$ cat config.mk
export PLATFORM = sky130hd
export DESIGN_NAME = fxp_muldiv_arbiter
export DESIGN_NICKNAME = d
export VERILOG_FILES = /design/src/rtl/fxp_muldiv_arbiter.sv
export SDC_FILE = /design/constraint.sdc
export NUM_CORES = 1
export LEC_CHECK = 0
export ABC_AREA = 1
export BUFFER_PORTS_ARGS = -buffer_cell sky130_fd_sc_hd__buf_2
export CAP_MARGIN = 20
export CORE_MARGIN = 2
export CORE_UTILIZATION = 40
export DETAILED_ROUTE_END_ITERATION = 10
export PLACE_DENSITY = 0.67
export SETUP_SLACK_MARGIN = 0.05
export SYNTH_ARGS = -nofsm -noshare
export SYNTH_HDL_FRONTEND = slang
export SYNTH_SLANG_ARGS = --single-unit
$ cat constraint.sdc
create_clock -name clk -period 10.9 [get_ports clk]
set_input_delay 1.635 -clock clk [delete_from_list [all_inputs] [get_ports clk]]
set_output_delay 1.635 -clock clk [all_outputs]
set_load 0.02 [all_outputs]
$ cat src/rtl/fxp_muldiv_arbiter.sv
// fxp_muldiv_arbiter: round-robin front end that shares one fixed-latency
// fixed-point mul/div unit between two requesters and routes each result
// back to the requester that issued it, in issue order.
// Optional feature macro: FXP_ARB_OVF_STICKY_EN adds per-requester sticky
// overflow flags on ovf_sticky; without it ovf_sticky is tied to zero.
module fxp_muldiv_arbiter #(
  parameter int unsigned WII = 12,
  parameter int unsigned WIF = 20,
  parameter int unsigned WO  = 41,
  parameter int unsigned LAT = 43
) (
  input  logic                 clk,
  input  logic                 rst,
  input  logic                 req0_valid,
  output logic                 req0_ready,
  input  logic                 req0_op,
  input  logic [WII+WIF-1:0]   req0_a,
  input  logic [WII+WIF-1:0]   req0_b,
  input  logic                 req1_valid,
  output logic                 req1_ready,
  input  logic                 req1_op,
  input  logic [WII+WIF-1:0]   req1_a,
  input  logic [WII+WIF-1:0]   req1_b,
  output logic                 u_valid,
  output logic                 u_op,
  output logic [WII+WIF-1:0]   u_ina,
  output logic [WII+WIF-1:0]   u_inb,
  input  logic [WO-1:0]        u_out,
  input  logic                 u_ovf,
  output logic                 res_valid,
  output logic                 res_id,
  output logic [WO-1:0]        res_data,
  output logic                 res_ovf,
  output logic [1:0]           ovf_sticky
);

  logic           ptr;
  logic           u_id;
  logic           grant0_c;
  logic           grant1_c;
  logic [LAT-1:0] tag_vld;
  logic [LAT-1:0] tag_id;

  // Round-robin grant: a lone requester always wins, ties go to the pointer.
  always_comb begin
    grant0_c = 1'b0;
    grant1_c = 1'b0;
    if (!rst) begin
      if (req0_valid && (!req1_valid || !ptr)) begin
        grant0_c = 1'b1;
      end else if (req1_valid) begin
        grant1_c = 1'b1;
      end
    end
  end

  assign req0_ready = grant0_c;
  assign req1_ready = grant1_c;

  // Issue register towards the shared unit plus priority pointer update.
  always_ff @(posedge clk or posedge rst) begin
    if (rst) begin
      u_valid <= 1'b0;
      u_op    <= 1'b0;
      u_ina   <= '0;
      u_inb   <= '0;
      u_id    <= 1'b0;
      ptr     <= 1'b0;
    end else begin
      u_valid <= grant0_c | grant1_c;
      if (grant0_c) begin
        u_op  <= req0_op;
        u_ina <= req0_a;
        u_inb <= req0_b;
        u_id  <= 1'b0;
        ptr   <= 1'b1;
      end else if (grant1_c) begin
        u_op  <= req1_op;
        u_ina <= req1_a;
        u_inb <= req1_b;
        u_id  <= 1'b1;
        ptr   <= 1'b0;
      end
    end
  end

  // Tag pipeline mirrors the unit latency so the id meets its own result.
  always_ff @(posedge clk or posedge rst) begin
    if (rst) begin
      tag_vld <= '0;
      tag_id  <= '0;
    end else begin
      tag_vld[0] <= u_valid;
      tag_id[0]  <= u_id;
      for (int unsigned i = 1; i < LAT; i++) begin
        tag_vld[i] <= tag_vld[i-1];
        tag_id[i]  <= tag_id[i-1];
      end
    end
  end

  // Result capture; data and id hold between results.
  always_ff @(posedge clk or posedge rst) begin
    if (rst) begin
      res_valid <= 1'b0;
      res_id    <= 1'b0;
      res_data  <= '0;
      res_ovf   <= 1'b0;
    end else begin
      res_valid <= tag_vld[LAT-1];
      if (tag_vld[LAT-1]) begin
        res_id   <= tag_id[LAT-1];
        res_data <= u_out;
        res_ovf  <= u_ovf;
      end
    end
  end

`ifdef FXP_ARB_OVF_STICKY_EN
  // Sticky overflow per requester, cleared only by reset.
  always_ff @(posedge clk or posedge rst) begin
    if (rst) begin
      ovf_sticky <= 2'b00;
    end else if (res_valid && res_ovf) begin
      ovf_sticky[res_id] <= 1'b1;
    end
  end
`else
  assign ovf_sticky = 2'b00;
`endif

endmodule

# Word level (Yosys, flattened, before mapping)
# Index checks and enable logic that the tools add are counted.
[classes]
muxes = 15
bitwise = 1
n_reduce_logical = 5
[op_table]
columns = ["op", "n"]
rows = [
  ["$mux 32", 4],
  ["$mux 1", 11],
  ["$logic_not 1->1", 2],
  ["$reduce_bool 2->1", 1],
  ["$logic_and 1x1->1", 1],
  ["$logic_or 1x1->1", 1],
  ["$or 1x1->1", 1],
]
[word_totals]
register_bits = 198
out_inout_bits = 114
wordCells = 33

# Depth between registers and ports, before layout
# Gate-level depths: netlist of run 1.
[depth]
word_depth = 7
mapped_depth = 8
mapped_depth_nobuf = 6

# Worst setup path before layout of run 1
# OpenSTA, ideal clock, no wires.
[synth_timing]
path_kind = "input -> register"
from = "input rst"
to = "register u_ina[11]"
arrival_ns = 4.884
t_required_ns = 10.837
path_slack_ns = 5.953
cell_stages = 7
n_path_buf = 2
path_cell_list = "inv_2 > buf_2 > buf_2 > nand4_1 > nand2_1 > nand2_1 > inv_1"
[synth_via]
elab_chain_cells = 2
word_cells_on_any_way = 4
classes_between = "mux (3); reduce/logical (1)"
[synth_lines]
columns = ["element", "line", "rtl"]
rows = [
  ["from (decl)", "13", "input logic rst,"],
  ["$mux 1", "48", "if (!rst) begin"],
  ["$mux 32 / $reduce_bool 2->1 (equally long branches)", "n/a", ""],
  ["to (signal assigned)", "73", "u_ina <= req0_a;"],
  ["to (signal assigned)", "79", "u_ina <= req1_a;"],
  ["to (decl)", "26", "output logic [WII+WIF-1:0] u_ina,"],
]
# Several ways; a longest one is shown, not always the timed one.
# A chain may end at the register's enable or synchronous reset.

# Final worst setup path of run 1
[layout_timing]
from = "input req1_valid"
to = "output req0_ready"
[layout_via]
elab_chain_cells = 5
[layout_lines]
columns = ["element", "line", "rtl"]
rows = [
  ["from (decl)", "19", "input logic req1_valid,"],
  ["$logic_not 1->1", "49", "if (req0_valid && (!req1_valid || !ptr)) begin"],
  ["$logic_or 1x1->1", "49", ""],
  ["$logic_and 1x1->1", "49", ""],
  ["$mux 1", "49", ""],
  ["$mux 1", "48", ""],
  ["to (decl)", "15", "output logic req0_ready,"],
]
# Every way passes these cells.

==> results.ini, run 1 <==
[outcome]
status = finished clean

[pwr]
p_leak_nw = 6.15
pwr-share-seq = 0.460
power.switching_w = 0.000611
clkPwrFrac = 0.343
worst_ir_drop_vdd_v = 0.0000974
cellInternalPower_w = 0.00132
sw_frac_of_total = 0.316
pwr-share-comb = 0.197
p_per_area_nw_per_um2 = 183
power.total_w = 0.00193

[setup_path]
reg2reg_depth = 8
rr_startpoint = ptr
path_max_fanout = 67
crit_type = in -> out
worst_ep_required_time_ps = 9270
r2r_slack_ps = 8010
r2r_end = u_ina[0]
cp-end-kind = output port
crit_path_start_kind = input port
cp.arrival_ps = 3950

[sta]
fmax_mhz = 179
skew_ps = 10.0
post-route-period-util = 0.513
final_hold_viol_count = 0
setup_viol = 0
slew_viol_final = 0
max_slew.worst_pin.slew_ps = 947
maxSlewHeadroom = 0.369
hold_ws_ps = 340
tns_ps = 0
post-route-min-period_ps = 5590
rsz0062_at_grt = no

[floorplan]
fp.dieH_um = 148
start_util = 0.409
core-area_um2 = 20300
die_x_um = 148
die-area_um2 = 21900
row_count = 52
io-pin-count = 290

[final_layout]
mostFrequentLayoutCells = buf_2 (287), nand2_1 (198), dfrtp_1 (198), inv_1 (197), nand3_1 (130)
drive_gt1_frac = 0.322
final_common_cell = buf_2
nets = 1331
fillers = 1888
synthToLayoutAreaGrowth_pct = 27.0

[logic_synthesis]
synth_area_leaders = dfrtp_1 (60%), nand2_1 (9.0%), inv_1 (8.9%), nand3_1 (7.8%), mux2_2 (5.8%)
yosys.cell_types.count = 14
yosysTopAreaCell = dfrtp_1
netlist_area_um2 = 8310
syn_inst = 901
yosysTopAreaCellShare = 0.596
yosysWarnings = 0
ys_seq_area_frac = 0.596
postSynthAreaPerCell_um2 = 9.22
synth_seq_cells = 198

[global_route]
use_met2 = 0.289
grt_util_met1 = 0.234
use_met3 = 0.0583
grt-busiest-layer = met2
antenna_found_initial = 2
grt_max_degree = 91
grt_first_pass_wirelength_um = 31700
overflow = 0
grt_pass1_vias = 6443
groute.usage.overall = 0.182

[place]
io_buffers = 287
gp_congestion = 0.789
dp_hpwl_um = 12900

[clocking]
cts-root-buf = clkbuf_16
clkLatencyLatePin_ps = 430
cts_setup_buffers = 0
cts_tree = yes
clk_path_buf_depth = 2
clock-sinks = 198
htreeDepth = 4
cts_hold_buf = 0
cts_resized = 0
numCtsBuffers = 17
path_clk_slew_ps = 80

[hold_path]
min_path_type = reg -> reg
worstHoldStart = tag_id[12]
hold_path_depth = 0
holdPathEnd = tag_id[13]

[drt]
drc = 0
drt_iter0_markers = 372
ant_nets = 0
dr_total_vias = 6648
viasPerCell = 4.62
wl_per_cell_um = 13.5
dr.pass1.iters = 4
totalWireLength_um = 19400

[flow_run]
cap_violations = 0

==> routing by layer <==
layer / vias to the layer above / routed length [um]
li1: 3288 / -
met1: 3067 / 8260
met2: 259 / 9100
met3: 32 / 1640
met4: 2 / 418
met5: - / 13
==> flip-flops by register name, indices dropped and copies added, names as in the netlist, 32 cells and up <==
name,cells
u_inb,32
tag_vld,43
u_ina,32
res_data,41
tag_id,43
==> cell families (layout without fill, tap and decap cells) <==
logic type             count (synthesis)  in the layout  synth area share
and+or+nand+nor                      396            396             0.219
DFF                                  198            198             0.596
muxes                                 43             43            0.0583
other                                  1              3          0.000451
buffers and inverters                261            527             0.125
AOI/OAI and AO/OA                      2              2           0.00120
==> cells in the mapped netlist <==
master / count
buf_4: 4
buf_1: 1
dfrtp_1: 198
mux2_2: 43
nand2_1: 200
nand3_2: 1
a21oi_1: 2
nand4_1: 65
buf_2: 36
clkbuf_1: 22
nand3_1: 130
conb_1: 1
inv_1: 197
inv_2: 1
==> worst max-delay path by stage <==
stage                          start  slack [ps]  depth (start not counted)    endpoint
after global routing      req1_valid        5030                          7  req0_ready
after floorplan                  rst        5740                          3         ptr
after detailed placement  req1_valid        5280                          7  req0_ready
after CTS                 req1_valid        5280                          7  req0_ready
final                     req1_valid        5310                          7  req0_ready
after global placement    req1_valid        5280                          7  req0_ready
==> power by group through the flow <==
stage | clock network (W) | logic, W | registers [W]
detailed placement | 0 | 0.000385 | 0.000902
finish | 0.000664 | 0.000380 | 0.000888
global route | 0.000720 | 0.000425 | 0.000901
floorplan | 0 | 0.000163 | 0.000978
CTS | 0.000685 | 0.000385 | 0.000890
global placement | 0 | 0.000380 | 0.000900
==> stage by stage <==
stage,utilization,std cells,setup WS [ps],area (um2)
2_1_floorplan,-,902,5740,8310
3_3_place_gp,0.487,1405,5280,9880
3_5_place_dp,0.487,1405,5280,9880
4_1_cts,0.518,1437,5280,10500
5_1_grt,0.520,1439,5030,10600
6_report,0.520,1439,5310,10600
==> critical path, cell delays in order <==
cell     delay (ps)
buf_2            90
buf_4           330
nand2_2         120
buf_4           600
nand3_4         750
inv_1           190
buf_2           190
==> layout make-up <==
class	instances	area [um2]	share of cell area
sequential	198	4950	0.469
antenna	1	2.50	0.000237
clock inverter	15	219	0.0207
clock buffer	17	425	0.0403
tap	270	338	0.0320
timing repair buffer	297	1530	0.145
multi-input combinational	443	2330	0.221
inverter	198	751	0.0711
(Power assumes the default switching activity.)
==> inputs of run 2 (changes only) <==
clock period = 5.5 ns   (was 10.9 ns; I/O delays follow)
==> results.ini, run 2 (synthesis results as in run 1) <==
[outcome]
status = finished clean

[clocking]
clk_path_buf_depth = 2  ; unchanged
clock-sinks = 198  ; unchanged
cts_resized = 0  ; unchanged
clkLatencyLatePin_ps = 430  ; about the same
cts-root-buf = clkbuf_16
htreeDepth = 4  ; unchanged
numCtsBuffers = 17  ; unchanged
cts_setup_buffers = 0  ; unchanged
cts_tree = yes
path_clk_slew_ps = 70  ; about the same
cts_hold_buf = 0  ; unchanged

[sta]
rsz0062_at_grt = no
slew_viol_final = 0  ; unchanged
post-route-period-util = 0.574
setup_viol = 0  ; unchanged
fmax_mhz = 317
skew_ps = 12.6  ; +2.61 ps
post-route-min-period_ps = 3160
maxSlewHeadroom = 0.445  ; +0.0768
final_hold_viol_count = 0  ; unchanged
tns_ps = 0  ; unchanged
max_slew.worst_pin.slew_ps = 832  ; -115 ps

[floorplan]
row_count = 52  ; unchanged
core-area_um2 = 20300  ; unchanged
io-pin-count = 290  ; unchanged
die-area_um2 = 21900  ; unchanged
fp.dieH_um = 148  ; unchanged
die_x_um = 148  ; unchanged
start_util = 0.409  ; unchanged

[setup_path]
path_cells = buf_2 > nand2_2 > buf_4 > a21oi_1 > buf_2
startpoint = req1_valid
crit_path_start_kind = input port
crit_type = in -> out
path_max_fanout = 66  ; -1.5%
worst_ep_required_time_ps = 4680  ; -4590 ps
r2r_slack_ps = 3440  ; -4570 ps
slowest_delay_ps = 460  ; -290 ps
cp-end-kind = output port
rr_startpoint = ptr
slowest_stage = buf_2
cp.arrival_ps = 2330  ; -1620 ps
reg2reg_depth = 6  ; -2
crit_path_frequent_cell = buf_2
cp-endpoint = req1_ready
r2r_end = u_inb[20]

[final_layout]
reg.largest.list = tag_id (43), tag_vld (43), res_data (41)
nets = 1330  ; -0.075%
final_common_cell = buf_2
design_area_um2 = 10500  ; -0.37%
insertedDiodeCount = 0  ; -1
mostFrequentLayoutCells = buf_2 (287), nand2_1 (198), dfrtp_1 (198), inv_1 (197), nand3_1 (130)
drive_gt1_frac = 0.321  ; -0.000581
synthToLayoutAreaGrowth_pct = 26.5
layout.cells.non_filler = 1437  ; -0.14%

[global_route]
overflow = 0  ; unchanged
grt_max_degree = 178  ; +96%
grt_first_pass_wirelength_um = 31000  ; -2.0%
antenna_found_initial = 0  ; -2
groute.usage.overall = 0.177  ; -0.00472
grt_pass1_vias = 6251  ; -3.0%

[pwr]
p_per_area_nw_per_um2 = 356  ; +94%
worst_ir_drop_vdd_v = 0.000186  ; +91%
power.total_w = 0.00374  ; +94%
p_leak_nw = 6.11  ; -0.52%

[drt]
drc = 0  ; unchanged
viasPerCell = 4.67  ; +1.0%
wl_per_cell_um = 13.3  ; -1.4%
drt_iter0_markers = 368  ; -1.1%
dr.pass1.iters = 5  ; +1
ant_nets = 0  ; unchanged
dr_total_vias = 6708  ; +0.90%
totalWireLength_um = 19100  ; -1.6%

[place]
io_buffers = 287  ; unchanged
dp_hpwl_um = 12900  ; -0.51%
gp_congestion = 0.774  ; -1.9%
place_area_um2 = 9880  ; about the same
dp_cells = 1404  ; -0.071%

[flow_run]
cap_violations = 0  ; unchanged

[hold_path]
min_path_type = reg -> reg
worstHoldStart = tag_vld[3]

[run 2: cell types whose count changed in the layout (fill, tap and decap cells not counted)]
cell,before,now
inv_12,2,1
inv_8,5,3
buf_12,0,1
buf_4,9,7
bufinv_16,1,0
inv_6,2,3
clkinvlp_4,0,3
inv_16,1,0
clkinv_8,4,5
diode_2,1,0
[run 2: stage by stage]
| step | setup slack [ps] | hold WS [ps] | util |
|---|---|---|---|
| final | 2340 | 350 | 0.518 |
| after global routing | 2220 | 355 | 0.518 |
| after CTS | 2340 | 352 | 0.517 |
| after detailed placement | 2340 | 335 | 0.487 |
| after global placement | 2380 | 332 | 0.487 |
| after floorplan | 1150 | 331 | - |
[run 2: cell type report]
class                           count  area [um2]
Clock buffer                       17         425
Tap cell                          270         338
Multi-Input combinational cell    443        2330
Fill cell                        1903        9780
Timing Repair Buffer              296        1540
Sequential cell                   198        4950
Clock inverter                     15         178
Inverter                          198         751
[run 2: report_power, final]
part	leakage [nW]	internal, W	total [W]	switching [W]
clock network	0.282	0.000615	0.00123	0.000611
logic	3.50	0.000274	0.000755	0.000481
registers	2.33	0.00167	0.00176	0.0000901
total	6.11	0.00256	0.00374	0.00118
[run 2: per-layer routing]
layer  wire length, um  track usage  vias to the layer above
met1              8420        0.233                     3133
met4               323       0.0633                        0
met5                 0            0                        -
li1                  -            -                     3280
met3              1560       0.0543                       20
met2              8830        0.278                      275
[run 2: worst max-delay path, delay by kind of cell]
kind                   cells  cell delay (ps)
AO/OA/AOI/OAI              1              280
buffers and inverters      3             1030
AND/OR/NAND/NOR            1              150
[run 2: how the worst min path moves through the flow]
| stage | cells past startpoint | endpoint |
|---|---|---|
| 2_1_floorplan | 0 | tag_id[10] |
| 4_1_cts | 0 | tag_id[11] |
| 3_5_place_dp | 0 | tag_vld[37] |
| 5_1_grt | 0 | tag_vld[14] |
| 6_report | 0 | tag_vld[4] |
| 3_3_place_gp | 0 | tag_vld[7] |
